<file path="config.mk">
export PLATFORM = sky130hd
export DESIGN_NAME = mem_req_demux
export DESIGN_NICKNAME = d
export VERILOG_FILES = /design/src/rtl/mem_req_demux.sv
export SDC_FILE = /design/constraint.sdc
export NUM_CORES = 1
export LEC_CHECK = 0
export BUFFER_PORTS_ARGS = -buffer_cell sky130_fd_sc_hd__buf_2
export CAP_MARGIN = 40
export CORE_MARGIN = 10
export CORE_UTILIZATION = 30
export DETAILED_ROUTE_END_ITERATION = 8
export HOLD_SLACK_MARGIN = 0.1
export PLACE_DENSITY = 0.64
export SLEW_MARGIN = 5
export SYNTH_ARGS = -nofsm -noshare
export SYNTH_HDL_FRONTEND = slang
export SYNTH_SLANG_ARGS = --single-unit
export TNS_END_PERCENT = 100
</file>
<file path="constraint.sdc">
create_clock -name clk -period 1.8 [get_ports clk]
set_input_delay 0 -clock clk [delete_from_list [all_inputs] [get_ports clk]]
set_output_delay 0 -clock clk [all_outputs]
set_load 0.05 [all_outputs]
</file>
<file path="src/rtl/mem_req_demux.sv">
// Routes one CPU memory request at a time to the data RAM (target 0) or the
// memory-mapped I/O block (target 1) and returns a single response pulse.
module mem_req_demux #(
  parameter int              AW       = 32,
  parameter int              DW       = 32,
  parameter logic [AW-1:0]   IO_BASE  = 32'hFFFF_0000,
  parameter int              TIMEOUT  = 16,
  parameter logic [DW-1:0]   ERR_DATA = 32'hDEAD_BEEF
) (
  input  logic          clk,
  input  logic          rst,
  input  logic          req_valid,
  output logic          req_ready,
  input  logic          req_we,
  input  logic [AW-1:0] req_addr,
  input  logic [DW-1:0] req_wdata,
  output logic          resp_valid,
  output logic [DW-1:0] resp_rdata,
  output logic          resp_err,
  output logic          t0_valid,
  input  logic          t0_ready,
  output logic          t0_we,
  output logic [AW-1:0] t0_addr,
  output logic [DW-1:0] t0_wdata,
  input  logic          t0_done,
  input  logic [DW-1:0] t0_rdata,
  output logic          t1_valid,
  input  logic          t1_ready,
  output logic          t1_we,
  output logic [AW-1:0] t1_addr,
  output logic [DW-1:0] t1_wdata,
  input  logic          t1_done,
  input  logic [DW-1:0] t1_rdata
);

  localparam logic [1:0] IDLE  = 2'd0;
  localparam logic [1:0] ISSUE = 2'd1;
  localparam logic [1:0] WAIT  = 2'd2;
  localparam logic [1:0] RESP  = 2'd3;

  localparam int            CW      = (TIMEOUT > 2) ? $clog2(TIMEOUT) : 1;
  localparam logic [CW-1:0] CNT_MAX = CW'(TIMEOUT - 1);

  // Write accesses return zero data regardless of what the target drives.
  function automatic logic [DW-1:0] resp_data_f(input logic we, input logic [DW-1:0] rdata);
    return we ? '0 : rdata;
  endfunction

  logic [1:0]    state;
  logic [CW-1:0] cnt;
  logic          rdy_p0;
  logic          sel_p1;
  logic          we_p1;
  logic [AW-1:0] addr_p1;
  logic [DW-1:0] wdata_p1;
  logic          t0_vld_p1;
  logic          t1_vld_p1;
  logic          vld_p2;
  logic [DW-1:0] rdata_p2;
  logic          err_p2;

  logic          sel_in;
  logic          tsel_ready;
  logic          tsel_done;
  logic [DW-1:0] tsel_rdata;

  assign sel_in     = (req_addr >= IO_BASE);
  assign tsel_ready = sel_p1 ? t1_ready : t0_ready;
  assign tsel_done  = sel_p1 ? t1_done  : t0_done;
  assign tsel_rdata = sel_p1 ? t1_rdata : t0_rdata;

  // Accept -> issue -> wait -> respond; reset clears every output register.
  always_ff @(posedge clk) begin
    if (rst) begin
      state     <= IDLE;
      cnt       <= '0;
      rdy_p0    <= 1'b0;
      sel_p1    <= 1'b0;
      we_p1     <= 1'b0;
      addr_p1   <= '0;
      wdata_p1  <= '0;
      t0_vld_p1 <= 1'b0;
      t1_vld_p1 <= 1'b0;
      vld_p2    <= 1'b0;
      rdata_p2  <= '0;
      err_p2    <= 1'b0;
    end else begin
      case (state)
        IDLE: begin
          if (req_valid && rdy_p0) begin
            sel_p1    <= sel_in;
            we_p1     <= req_we;
            addr_p1   <= req_addr;
            wdata_p1  <= req_wdata;
            t0_vld_p1 <= !sel_in;
            t1_vld_p1 <= sel_in;
            rdy_p0    <= 1'b0;
            state     <= ISSUE;
          end else begin
            rdy_p0 <= 1'b1;
          end
        end
        ISSUE: begin
          if (tsel_ready) begin
            t0_vld_p1 <= 1'b0;
            t1_vld_p1 <= 1'b0;
            cnt       <= '0;
            if (tsel_done) begin
              rdata_p2 <= resp_data_f(we_p1, tsel_rdata);
              err_p2   <= 1'b0;
              vld_p2   <= 1'b1;
              state    <= RESP;
            end else begin
              state <= WAIT;
            end
          end
        end
        WAIT: begin
          // A done arriving on the expiry cycle still counts as success.
          if (tsel_done) begin
            rdata_p2 <= resp_data_f(we_p1, tsel_rdata);
            err_p2   <= 1'b0;
            vld_p2   <= 1'b1;
            state    <= RESP;
          end else if (cnt == CNT_MAX) begin
            rdata_p2 <= ERR_DATA;
            err_p2   <= 1'b1;
            vld_p2   <= 1'b1;
            state    <= RESP;
          end else begin
            cnt <= cnt + CW'(1);
          end
        end
        RESP: begin
          vld_p2   <= 1'b0;
          rdata_p2 <= '0;
          err_p2   <= 1'b0;
          rdy_p0   <= 1'b1;
          state    <= IDLE;
        end
        default: begin
          state <= IDLE;
        end
      endcase
    end
  end

  assign req_ready  = rdy_p0;
  assign resp_valid = vld_p2;
  assign resp_rdata = rdata_p2;
  assign resp_err   = err_p2;
  assign t0_valid   = t0_vld_p1;
  assign t1_valid   = t1_vld_p1;
  assign t0_we      = we_p1;
  assign t1_we      = we_p1;
  assign t0_addr    = addr_p1;
  assign t1_addr    = addr_p1;
  assign t0_wdata   = wdata_p1;
  assign t1_wdata   = wdata_p1;

endmodule

</file>
; ---- Word level (Yosys, flattened, before mapping)
; Index checks and enable logic that the tools add are counted.
[op_classes]
add_sub_neg = 1
order_cmp = 1
eq_ne = 10
n_mux = 35
n_reduce_logical = 12
[op_table]
columns = cell, n
row1 = 2-to-1 mux 32 bit, 6
row2 = case mux 32 bit (3 select lines), 1
row3 = "greater-or-equal comparator 32 bit, second input constant", 1
row4 = 2-to-1 mux 1 bit, 14
row5 = 2-to-1 mux 4 bit, 3
row6 = "!= test 2 bit, second input constant", 5
row7 = 2-to-1 mux 2 bit, 4
row8 = case mux 2 bit (4 select lines), 1
row9 = case mux 4 bit (2 select lines), 1
row10 = AND reduction 4 bit, 2
row11 = case mux 1 bit (2 select lines), 3
row12 = case mux 1 bit (3 select lines), 2
row13 = AND reduction 3 bit, 2
row14 = nonzero test 2 bit, 3
row15 = "adder 4 x 1 -> 4 bit, second input constant", 1
row16 = "equality test 2 bit, second input constant", 2
row17 = "equality test 4 bit, second input constant", 1
row18 = "!= test 3 bit, second input constant", 1
row19 = nonzero test 3 bit, 1
row20 = "equality test 2 x 1 -> 1 bit, second input constant", 1
row21 = logical NOT 2 bit, 1
row22 = AND reduction 2 bit, 1
row23 = logical AND 1 bit, 1
row24 = logical NOT 1 bit, 1
[totals]
regBits = 109
inputBits = 136
word_cells = 71

; ---- Longest topological paths before layout
[logic_depth]
ltp_word = 5
depth_mapped = 8
depth_no_buf = 6

; ---- Least setup slack after synthesis
; OpenSTA, ideal clock, no wires.
[synth_timing]
kind = reg2reg
start = register state[0]
end = register vld_p2, in the netlist resp_valid
arrival_ps = 1680
t_required_ps = 1677
path_slack_ps = -4
path_stages_with_launch = 8
period_less_slack_ps = 1804
path_cell_list = dfxtp_1 > inv_1 > ha_1 > inv_1 > o21ai_0 > a211o_1 > buf_4 > mux2_1
[synth_via]
elab_chain_cells = 3
[synth_rtl]
columns = item, line_no
row1 = start: declaration, 49  ; logic [1:0] state;
row2 = start signal: assignment, 75  ; state <= IDLE;
row3 = start signal: assignment, 98  ; state <= ISSUE;
row4 = start signal: assignment, 112  ; state <= RESP;
row5 = equality test 2 bit or equality test 2 x 1 -> 1 bit (tied branches), 88  ; case (state)
row6 = != test 3 bit (no source line) (tied with other cells), n/a
row7 = AND reduction 4 bit (no source line), n/a
row8 = end signal: assignment, 84  ; vld_p2 <= 1'b0;
row9 = end signal: assignment, 111  ; vld_p2 <= 1'b1;
row10 = end signal: assignment, 123  ; vld_p2 <= 1'b1;
row11 = end: declaration, 58  ; logic vld_p2;
; Parallel ways exist; a longest one is shown, timed or not.
; A chain may end at the register's enable or synchronous reset.

; ---- Final worst setup path
[layout_timing]
start = register sel_p1
end = register rdata_p2[12], in the netlist resp_rdata[12]
[layout_via]
elab_chain_cells = 5
[layout_rtl]
columns = item, line_no
row1 = start: declaration, 52  ; logic sel_p1;
row2 = start signal: assignment, 91  ; sel_p1 <= sel_in;
row3 = 2-to-1 mux 32 bit, 70  ; assign tsel_rdata = sel_p1 ? t1_rdata : t0_rdata;
row4 = 2-to-1 mux 32 bit, 46  ; return we ? '0 : rdata;
row5 = 2-to-1 mux 32 bit, 108  ; if (tsel_done) begin
row6 = 2-to-1 mux 32 bit, 104  ; if (tsel_ready) begin
row7 = case mux 32 bit (3 select lines), 88
row8 = end signal: assignment, 109  ; rdata_p2 <= resp_data_f(we_p1, tsel_rdata);
row9 = end signal: assignment, 121  ; rdata_p2 <= resp_data_f(we_p1, tsel_rdata);
row10 = end: declaration, 59  ; logic [DW-1:0] rdata_p2;
; Parallel ways exist; a longest one is shown, timed or not. The select of a mux whose other input is x is not followed.

==> results.py <==
metrics = {
    "run_status": {
        "status": "finished, final reports clean",
    },
    "route": {
        "drt-met1-wl_mm": 7.733,
        "drt_wl_total_mm": 19.22,
        "wl_met2_mm": 8.976,
        "drtIter0Drc": 163,
        "highest_layer": "met4",
        "drcViolationCount": 0,
        "num_vias": 5444,
        "via_per_inst": 4.499,
        "drtAntennaViolNets": 0,
        "wire_per_inst_um": 15.89,
        "routed-wl-met3_mm": 2.007,
        "drt_pass1_iterations": 4,
    },
    "placement": {
        "place_congestion": 0.8077,
        "io_buffers": 302,
        "placed_area_um2": 6569,
        "dp.final_hpwl_mm": 13.50,
    },
    "floorplan": {
        "die_area_um2": 23170,
        "ios": 303,
        "die_width_um": 152.2,
        "core_um2": 17240,
        "die_h_um": 152.2,
        "start_util_pct": 30.42,
        "rows": 48,
    },
    "global_route": {
        "grt_max_degree": 54,
        "overflow": 0,
        "grt_usage_pct": 15.65,
        "grt_pass1_wl_mm": 30.30,
        "grt_pass1_vias": 5586,
        "antenna_found_initial": 0,
    },
    "synth": {
        "syn_avg_cell_area_um2": 8.193,
        "synth_nets": 781,
        "async_reset_ff_share_pct": 0,
        "syn_inst": 640,
        "yosysWarnings": 0,
        "synth_edf_count": 0,
        "yosysSeqAreaShare_pct": 41.61,
        "ys.flop_type": "dfxtp_1",
        "ys_types": 42,
        "mappedNetlistArea_um2": 5244,
        "ys_ff_latch": 109,
    },
    "critical_path": {
        "r2r-start": "sel_p1",
        "crit_arrival_ns": 1.97,
        "r2r_cells": 5,
        "cp-end-kind": "register",
        "path_max_fanout": 22,
        "start_kind": "register",
        "r2r_end": "resp_rdata[12]",
        "required_ns": 2.07,
        "crit_type": "reg2reg",
        "r2r_setup_slack_ns": 0.10,
    },
    "clocking": {
        "clk_path_buf_depth": 2,
        "cts_root_buf": "clkbuf_16",
        "h-tree-depth": 3,
        "tritoncts": "built",
        "clk_latency_ns": 0.34,
        "clk_pin_slew_ns": 0.08,
        "clock_sinks": 109,
        "numCtsBuffers": 9,
    },
    "timing": {
        "worst_pin_slew_ns": 0.5002,
        "setup_viol": 0,
        "finalCritPeriodShare_pct": 94.39,
        "rsz0062_at_grt": "yes",
        "period_minus_slack_ns": 1.699,
        "drv_slew": 0,
        "hold_viol": 0,
        "final.setup.tns_ns": 0,
        "skew_ns": 0.008997,
        "slew_headroom_pct": 66.65,
        "fmax_mhz": 588.6,
    },
    "power": {
        "power_density_nw_per_um2": 1345,
        "leakagePower_nw": 3.877,
        "irDropWorstVdd_v": 0.0006105,
    },
    "min_path": {
        "whs_path_depth": 5,
        "min_to": "resp_rdata[31]",
        "hp-class": "in2reg",
        "min_from": "t0_rdata[31]",
    },
    "layout": {
        "final_cell_mix": "buf_2 (302), nand2_1 (176), dlygate4sd3_1 (112), dfxtp_1 (107), a21oi_1 (70)",
        "drive_gt1_share_pct": 37.16,
        "diodes": 0,
        "syn_to_final_growth_pct": 52.73,
        "n_fill_cell": 1632,
        "fin_area_um2": 8009,
        "fin_nets": 1121,
        "layout_commonest_cell": "buf_2",
    },
    "job": {
        "timing.max_cap.violations": 0,
    },
}
[logic make-up after synthesis]
kind of cell               after synthesis  synth area share, %
and+or+nand+nor                        230                17.82
DFF                                    109                41.61
muxes                                   68                13.55
AOI/OAI and AO/OA                      114                12.22
adders and majority gates                5                1.193
buffers and inverters                  114                13.60
[flip-flops by register name, summed over array words and instances (netlist names)]
register    cells
cnt             4
req_ready       1
resp_err        1
resp_rdata     32
resp_valid      1
sel_p1          1
state           2
t0_addr        32
t0_valid        1
t0_wdata       32
t0_we           1
t1_valid        1
[cell type report]
class | instances | area (µm²) | share of cell area, %
Inverter | 7 | 26.28 | 0.3281
Tap cell | 225 | 281.5 | 3.515
Timing Repair Buffer | 436 | 2848 | 35.56
Clock buffer | 12 | 266.5 | 3.328
Clock inverter | 4 | 30.03 | 0.3749
Multi-Input combinational cell | 417 | 2372 | 29.62
Sequential cell | 109 | 2185 | 27.28
[metrics by stage]
stage	hold WS (ns)	power [mW]	std cells	worst slack [ns]	util, %
final	0.1199	10.78	1210	0.1011	46.46
after global routing	0.1463	11.35	1210	-0.004229	46.46
after CTS	0.1005	10.85	1209	0.01476	46.33
after detailed placement	0.2463	8.643	1081	0.02242	38.11
after global placement	0.2403	8.612	1081	0.05233	38.11
after floorplan	0.1360	7.534	640	0.02803	-
[repair_timing]
action / 4_1_cts / 5_1_grt
endpoints found under the hold margin: 94 / 0
gates resized for setup: 0 / 7
setup buffers: 0 / 1
hold buffers: 112 / 0
endpoints found under the setup margin: 0 / 38
[worst max-delay path, stage by stage, from the launching register on]
cell and delay (ns):
dfxtp_2 0.42, mux2_4 0.36, nor2_4 0.19, a211o_2 0.21, buf_12 0.21, mux2i_1 0.21
[cells in the mapped netlist, types with 2 or more instances]
cell type / n / area share, %
nand3_1: 4 / 0.38
and3_1: 2 / 0.24
nor3_1: 4 / 0.38
o21ai_0: 29 / 2.8
o41ai_1: 2 / 0.33
inv_1: 6 / 0.43
mux2_2: 9 / 1.9
clkbuf_1: 28 / 2.0
buf_4: 66 / 9.4
a21oi_1: 71 / 6.8
nor2b_1: 4 / 0.48
ha_1: 5 / 1.2
dfxtp_1: 109 / 42
nand2_1: 176 / 13
o211ai_1: 3 / 0.43
mux2i_1: 56 / 11
buf_1: 3 / 0.21
nor2_1: 28 / 2.0
nand4_1: 4 / 0.48
buf_2: 6 / 0.57
buf_6: 4 / 0.86
[per-layer routing]
layer | GRT usage [%] | vias to the layer above
li1 | - | 2731
met1 | 17.45 | 2435
met2 | 25.56 | 251
met3 | 7.000 | 27
met4 | 6.236 | 0
met5 | 0 | -
[worst max-delay path by stage]
stage	from	end	slack, ns	cells after the start
global route	state[1]	cnt[3]	-0.004	7
CTS	state[1]	resp_rdata[12]	0.01	7
detailed placement	state[1]	resp_rdata[1]	0.02	7
finish	sel_p1	resp_rdata[12]	0.10	5
global placement	state[1]	resp_rdata[27]	0.05	7
floorplan	state[1]	resp_valid	0.03	7
[report_power, final]
group	leakage [nW]	switching, mW	total, mW	internal (mW)
Clock	0.145	0.904	1.96	1.06
Combinational	2.84	4.02	5.56	1.55
Sequential	0.888	0.323	3.25	2.92
Total	3.88	5.24	10.8	5.53
Note: power is estimated with default switching activity, not from simulation.
